`config.mk`:
```
export PLATFORM = sky130hd
export DESIGN_NAME = booth_encode_seq_flat
export DESIGN_NICKNAME = d
export VERILOG_FILES = /design/src/rtl/booth_pkg.sv /design/src/rtl/booth_encode_seq_if.sv /design/src/rtl/booth_encode_seq.sv /design/src/flat_wrapper.sv
export SDC_FILE = /design/constraint.sdc
export NUM_CORES = 1
export LEC_CHECK = 0
export BUFFER_PORTS_ARGS = -buffer_cell sky130_fd_sc_hd__buf_4
export CORE_MARGIN = 4
export CORE_UTILIZATION = 30
export DETAILED_ROUTE_END_ITERATION = 6
export PLACE_DENSITY = 0.55
export SLEW_MARGIN = 20
export SYNTH_ARGS = -nofsm -noshare
export SYNTH_HDL_FRONTEND = slang
export SYNTH_SLANG_ARGS = --single-unit
export TNS_END_PERCENT = 1
```
`constraint.sdc`:
```
create_clock -name clk -period 3.25 [get_ports clk]
set_input_delay 0.65 -clock clk [delete_from_list [all_inputs] [get_ports clk]]
set_output_delay 0.65 -clock clk [all_outputs]
set_load 0.02 [all_outputs]
```
`src/rtl/booth_pkg.sv`:
```
// rtl/booth_pkg.sv - shared constants, selector codes and state encoding for the radix-8 Booth recoder
package booth_pkg;

  localparam int DATA_WIDTH = 32;
  localparam int NUM_GROUPS = (DATA_WIDTH + 3) / 3;
  localparam int SREG_W     = 3 * NUM_GROUPS + 1;
  localparam int GRP_W      = $clog2(NUM_GROUPS);

  localparam logic [3:0] SEL_ZERO_P = 4'b0000;
  localparam logic [3:0] SEL_P4X    = 4'b0111;
  localparam logic [3:0] SEL_N4X    = 4'b1000;
  localparam logic [3:0] SEL_ZERO_N = 4'b1111;

  typedef enum logic {
    ST_IDLE = 1'b0,
    ST_RUN  = 1'b1
  } state_t;

endpackage

```
`src/rtl/booth_encode_seq_if.sv`:
```
// rtl/booth_encode_seq_if.sv - operand/selector handshake bundle between the Mul sequencer and the Booth recoder
interface booth_encode_seq_if;
  import booth_pkg::*;

  logic                  flush;
  logic                  in_valid;
  logic                  in_ready;
  logic [DATA_WIDTH-1:0] b;
  logic                  is_signed;
  logic                  out_valid;
  logic                  out_ready;
  logic [3:0]            sel;
  logic [GRP_W-1:0]      grp_idx;
  logic                  last;
  logic                  busy;

  modport master (
    output flush, in_valid, b, is_signed, out_ready,
    input  in_ready, out_valid, sel, grp_idx, last, busy
  );

  modport slave (
    input  flush, in_valid, b, is_signed, out_ready,
    output in_ready, out_valid, sel, grp_idx, last, busy
  );

endinterface

```
`src/rtl/booth_encode_seq.sv`:
```
// rtl/booth_encode_seq.sv - sequential radix-8 Booth recoder, one 4-bit window per beat
// Optional BOOTH_SKIP_ZERO_EN: zero windows (except the top group) are stepped over without a beat.
module booth_encode_seq
  import booth_pkg::*;
(
  input  logic               clk,
  input  logic               rst_n,
  booth_encode_seq_if.slave  bus
);

  state_t             state;
  state_t             state_nxt;
  logic [SREG_W-1:0]  sreg;
  logic [GRP_W-1:0]   grp_idx;
  logic               accept;
  logic               last_grp;
  logic               skip;
  logic               beat;
  logic               advance;
  logic               out_valid;
  logic               in_ready;
  logic               busy;
  logic               last;
  logic [3:0]         sel;

  assign last_grp = (grp_idx == GRP_W'(NUM_GROUPS - 1));
  assign accept   = (state == ST_IDLE) & bus.in_valid & ~bus.flush;

`ifdef BOOTH_SKIP_ZERO_EN
  logic zero_win;
  assign zero_win = (sreg[3:0] == SEL_ZERO_P) | (sreg[3:0] == SEL_ZERO_N);
  // The top group always goes out so the consumer always sees a last beat.
  assign skip     = (state == ST_RUN) & zero_win & ~last_grp;
`else
  assign skip     = 1'b0;
`endif

  assign beat    = out_valid & bus.out_ready;
  assign advance = beat | skip;

  always_ff @(posedge clk or negedge rst_n) begin
    if (!rst_n) begin
      state <= ST_IDLE;
    end else begin
      state <= state_nxt;
    end
  end

  always_comb begin
    state_nxt = state;
    case (state)
      ST_IDLE: begin
        if (accept) state_nxt = ST_RUN;
      end
      ST_RUN: begin
        if (bus.flush)                state_nxt = ST_IDLE;
        else if (advance && last_grp) state_nxt = ST_IDLE;
      end
      default: state_nxt = ST_IDLE;
    endcase
  end

  always_comb begin
    out_valid = 1'b0;
    in_ready  = 1'b0;
    busy      = 1'b0;
    sel       = 4'b0000;
    last      = 1'b0;
    case (state)
      ST_IDLE: begin
        in_ready = 1'b1;
      end
      ST_RUN: begin
        busy      = 1'b1;
        out_valid = ~skip;
        sel       = sreg[3:0];
        last      = last_grp;
      end
      default: begin
        in_ready = 1'b0;
      end
    endcase
  end

  // Extension bits are loaded up front, so a logical shift is enough per group.
  always_ff @(posedge clk or negedge rst_n) begin
    if (!rst_n) begin
      sreg    <= '0;
      grp_idx <= '0;
    end else if (accept) begin
      sreg    <= {{(SREG_W - DATA_WIDTH - 1){bus.is_signed & bus.b[DATA_WIDTH-1]}}, bus.b, 1'b0};
      grp_idx <= '0;
    end else if (state == ST_RUN) begin
      if (bus.flush) begin
        grp_idx <= '0;
      end else if (advance) begin
        if (last_grp) begin
          grp_idx <= '0;
        end else begin
          sreg    <= sreg >> 3;
          grp_idx <= grp_idx + 1'b1;
        end
      end
    end
  end

  assign bus.out_valid = out_valid;
  assign bus.in_ready  = in_ready;
  assign bus.busy      = busy;
  assign bus.sel       = sel;
  assign bus.last      = last;
  assign bus.grp_idx   = grp_idx;

endmodule
```
`src/flat_wrapper.sv`:
```
// flat-port wrapper written by rule: the top's interface ports become plain ports
module booth_encode_seq_flat import booth_pkg::*;
  (clk, rst_n, bus_flush, bus_in_valid, bus_b, bus_is_signed, bus_out_ready, bus_in_ready, bus_out_valid, bus_sel, bus_grp_idx, bus_last, bus_busy);
  booth_encode_seq_if bus_i ();
  input  logic clk;
  input  logic rst_n;
  input wire logic [$bits(bus_i.flush)-1:0] bus_flush;
  input wire logic [$bits(bus_i.in_valid)-1:0] bus_in_valid;
  input wire logic [$bits(bus_i.b)-1:0] bus_b;
  input wire logic [$bits(bus_i.is_signed)-1:0] bus_is_signed;
  input wire logic [$bits(bus_i.out_ready)-1:0] bus_out_ready;
  output wire logic [$bits(bus_i.in_ready)-1:0] bus_in_ready;
  output wire logic [$bits(bus_i.out_valid)-1:0] bus_out_valid;
  output wire logic [$bits(bus_i.sel)-1:0] bus_sel;
  output wire logic [$bits(bus_i.grp_idx)-1:0] bus_grp_idx;
  output wire logic [$bits(bus_i.last)-1:0] bus_last;
  output wire logic [$bits(bus_i.busy)-1:0] bus_busy;
  assign bus_i.flush = bus_flush;
  assign bus_i.in_valid = bus_in_valid;
  assign bus_i.b = bus_b;
  assign bus_i.is_signed = bus_is_signed;
  assign bus_i.out_ready = bus_out_ready;
  assign bus_in_ready = bus_i.in_ready;
  assign bus_out_valid = bus_i.out_valid;
  assign bus_sel = bus_i.sel;
  assign bus_grp_idx = bus_i.grp_idx;
  assign bus_last = bus_i.last;
  assign bus_busy = bus_i.busy;
  booth_encode_seq u_core (.clk(clk), .rst_n(rst_n), .bus(bus_i));
endmodule
```
==> flow_summary.rst <==
.. list-table::
   :header-rows: 1

   * - Metric
     - Value
   * - Routed wirelength normalized by instance count
     - between 10 and 15 um
   * - First-pass GRT wire length
     - 6.89 mm
   * - Max H-tree Level
     - 2
   * - Vias in the first global route
     - 1401
   * - Tightest slew margin relative to the limit
     - 61.7%
   * - Clk_lat worst skew
     - 0.28 ns
   * - Die span in x
     - between 90 and 100 um
   * - Endpoint of the worst register-to-register path
     - u_core.sreg[0]$_DFFE_PN0P_
   * - Yosys top cell by area
     - sky130_fd_sc_hd__dfrtp_1
   * - Startpoint of the worst register-to-register path
     - u_core.bus.grp_idx[0]$_DFFE_PN0P_
   * - Number of remaining DRC errors
     - 0
   * - Final core utilization
     - around two fifths
   * - Highest net fanout along the worst path
     - 31
   * - DRT Wirelength
     - around 4.2 mm
   * - Port Buffers
     - 49
   * - Number of routed nets with antenna violations
     - 0
   * - Fraction of the yosys area taken by sequential cells
     - 45.6%
   * - Final worst slack
     - 1.11 ns
   * - Number of register bits inferred by synthesis
     - 39
   * - Count of vias placed by the detailed router
     - 1320
   * - Initial antenna violation count
     - 0
   * - Area after DPL
     - 2540 sq um
   * - Worst Tran Pin Value
     - approximately 0.57 ns
   * - Netlist Area Pre-Place
     - 2140 sq um
   * - Count of yosys warnings during synthesis
     - 0
   * - Initial Util
     - 31.1%
   * - Fmax
     - 468 MHz
   * - Synth-to-Final Area Change
     - 23.6%
   * - Overflow after GRT
     - 0
   * - Unrepaired setup endpoints after global routing
     - false
   * - Vias/cell
     - around 4.5
   * - Post-synth net total
     - 188
   * - Final Max Tran Viols
     - 0
   * - Number of cell instances on the worst register-to-register path
     - 6
   * - Yosys top cell area share
     - 45.6%
   * - Ports placed on the boundary
     - 50
   * - CP startpoint kind
     - register
   * - Maximum number of pins on one net before global-route repair
     - 40
   * - Most area-consuming cells after synthesis
     - sky130_fd_sc_hd__dfrtp_1, sky130_fd_sc_hd__mux2_4, sky130_fd_sc_hd__mux2_2
   * - Total negative slack for setup checks
     - 0 ns
   * - Die height
     - 92.4 um
   * - Area of the placeable core
     - 6870 sq um
   * - Post-CTS setup buffers
     - 0
   * - Root buffer selected by CTS
     - sky130_fd_sc_hd__clkbuf_8
   * - Data required time of the critical path
     - 3.43 ns
   * - Worst slack at placement
     - 1.05 ns
   * - Finished layout cell area
     - approximately 2600 sq um
   * - Max Cap Viol
     - 0
   * - Final min period
     - 2.14 ns
   * - Number of sinks handled by clock tree synthesis
     - 39
   * - Average instance area after synthesis
     - 14.4 sq um
   * - Post-cts gate resize count
     - 0
   * - Worst hold-check path type
     - input port to async pin
   * - Arrival time worst endpoint
     - 2.31 ns
   * - Final weighted congestion of routability-driven global placement
     - 0.787
   * - Leak
     - 1.25 nW
   * - Overall power after layout
     - 1.67 mW
   * - Area of the die
     - ~8500 sq um
   * - Critical path capture point type
     - register
   * - Number of buffers on the longest clock path
     - 2
   * - Half-perimeter wire length of the detailed placement result
     - 2.86 mm
   * - Final setup viols
     - 0
   * - Slack of the worst reg-to-reg path
     - 1.11 ns
   * - Initial detailed-routing violation count
     - 28
   * - CTS clock-pin slew for the worst setup and hold paths
     - roughly 0.080 ns
   * - Final clock skew
     - 0.00683 ns
   * - Final hold viol count
     - 0
   * - Number of instances in the synthesized netlist
     - around 150
   * - CTS tree
     - built
   * - Final worst-path cycle share
     - 65.7%
   * - Outcome
     - finished, final reports clean
   * - Kind of critical path
     - register to register
   * - Maximum vdd ir drop
     - 0.164 mV
   * - Hold-fix buffers, CTS
     - 0
   * - Antenna diode count
     - 0
   * - TritonCTS Buffers
     - 5
   * - Floorplan row count
     - 30
   * - GRT Total Usage
     - 10.2%
   * - Fraction of layout cells with a size suffix above 1
     - a little over half
   * - Number of distinct library cells after synthesis
     - 28
   * - Pre-Repair DR Iteration Count
     - 4
   * - Number of nets at the end of the flow
     - between 200 and 250
   * - Pwr per Cell Area
     - 630 nW/um^2
sequential cells by signal, summed over array words and instances, names as in the netlist:
register            cells
u_core.sreg            34
u_core.bus.grp_idx      4
u_core.state            1
worst max-delay path by stage:
stage / startpoint / end / slack (ns) / cells past startpoint
floorplan: bus_flush / u_core.sreg[24]$_DFFE_PN0P_ / 1.26 / 5
finish: u_core.bus.grp_idx[0]$_DFFE_PN0P_ / u_core.sreg[0]$_DFFE_PN0P_ / 1.11 / 6
detailed placement: bus_flush / u_core.sreg[8]$_DFFE_PN0P_ / 1.05 / 5
CTS: u_core.bus.grp_idx[0]$_DFFE_PN0P_ / u_core.sreg[0]$_DFFE_PN0P_ / 1.10 / 6
global route: u_core.bus.grp_idx[0]$_DFFE_PN0P_ / u_core.sreg[0]$_DFFE_PN0P_ / 0.98 / 6
global placement: bus_flush / u_core.sreg[8]$_DFFE_PN0P_ / 1.07 / 5
power breakdown:
group          total (mW)  switching, mW  internal (mW)
combinational       0.547          0.175          0.371
sequential          0.763         0.0978          0.666
clock               0.356          0.163          0.194
total                1.67          0.436           1.23
logic make-up (layout without fill, tap and decap cells):
logic type,count (synthesis),after routing,synth area share (%)
simple gates,18,18,6.55
flops,39,39,45.6
mux,62,62,37.0
fa+ha+maj,2,2,1.17
compound gates,12,12,4.04
buf+inv,15,65,5.62
cells in the mapped netlist (all sizes together):
| master | n |
|---|---|
| buf | 9 |
| a41oi | 1 |
| o21ai | 3 |
| inv | 6 |
| nand4bb | 1 |
| and4b | 1 |
| or3 | 1 |
| nand3 | 2 |
| a31oi | 3 |
| dfrtp | 39 |
| mux2i | 7 |
| and3b | 1 |
| nand2b | 1 |
| nand3b | 2 |
| o32ai | 1 |
| nor2 | 5 |
| a211oi | 1 |
| and2 | 1 |
| a22o | 2 |
| mux2 | 55 |
| nand4b | 1 |
| nor3 | 1 |
| a32o | 1 |
| ha | 2 |
| nor3b | 1 |
through the flow:
step | hold WS, ns | cells
detailed placement | 0.485 | 286
finish | 0.338 | 294
global placement | 0.478 | 286
global route | 0.375 | 294
floorplan | 0.354 | 148
CTS | 0.351 | 294
cells in the final DEF, fill, tap and decap left out, types with 2 or more instances in the layout:
| cell type | count |
|---|---|
| sky130_fd_sc_hd__a22o_1 | 2 |
| sky130_fd_sc_hd__a31oi_1 | 3 |
| sky130_fd_sc_hd__buf_4 | 51 |
| sky130_fd_sc_hd__clkbuf_8 | 7 |
| sky130_fd_sc_hd__dfrtp_1 | 39 |
| sky130_fd_sc_hd__ha_1 | 2 |
| sky130_fd_sc_hd__inv_1 | 6 |
| sky130_fd_sc_hd__mux2_1 | 9 |
| sky130_fd_sc_hd__mux2_2 | 19 |
| sky130_fd_sc_hd__mux2_4 | 27 |
| sky130_fd_sc_hd__mux2i_1 | 7 |
| sky130_fd_sc_hd__nand3_1 | 2 |
| sky130_fd_sc_hd__nand3b_1 | 2 |
| sky130_fd_sc_hd__nor2_1 | 5 |
| sky130_fd_sc_hd__o21ai_0 | 3 |
critical path, stage by stage (launching register included):
cell,delay [ns]
sky130_fd_sc_hd__dfrtp_1,0.45
sky130_fd_sc_hd__inv_1,0.10
sky130_fd_sc_hd__ha_1,0.22
sky130_fd_sc_hd__and4b_4,0.22
sky130_fd_sc_hd__nor3_4,0.14
sky130_fd_sc_hd__buf_4,0.49
sky130_fd_sc_hd__mux2_2,0.39
layer usage:
| layer | share of wire, % | track usage (%) | vias up |
|---|---|---|---|
| li1 | - | - | 633 |
| met1 | 49 | 14.8 | 638 |
| met2 | 44 | 14.3 | 44 |
| met3 | 6.3 | 3.25 | 5 |
| met4 | 0.96 | 3.34 | 0 |
| met5 | 0 | 0 | - |
area by class of cell:
cell class / instances / area (sq um)
Sequential cell: 39 / 976
Multi-Input combinational cell: 94 / 1040
Timing Repair Buffer: 51 / 383
Tap cell: 96 / 120
Clock buffer: 8 / 100
Inverter: 6 / 22.5
Fill cell: 683 / 4230
(Power assumes the default switching activity.)
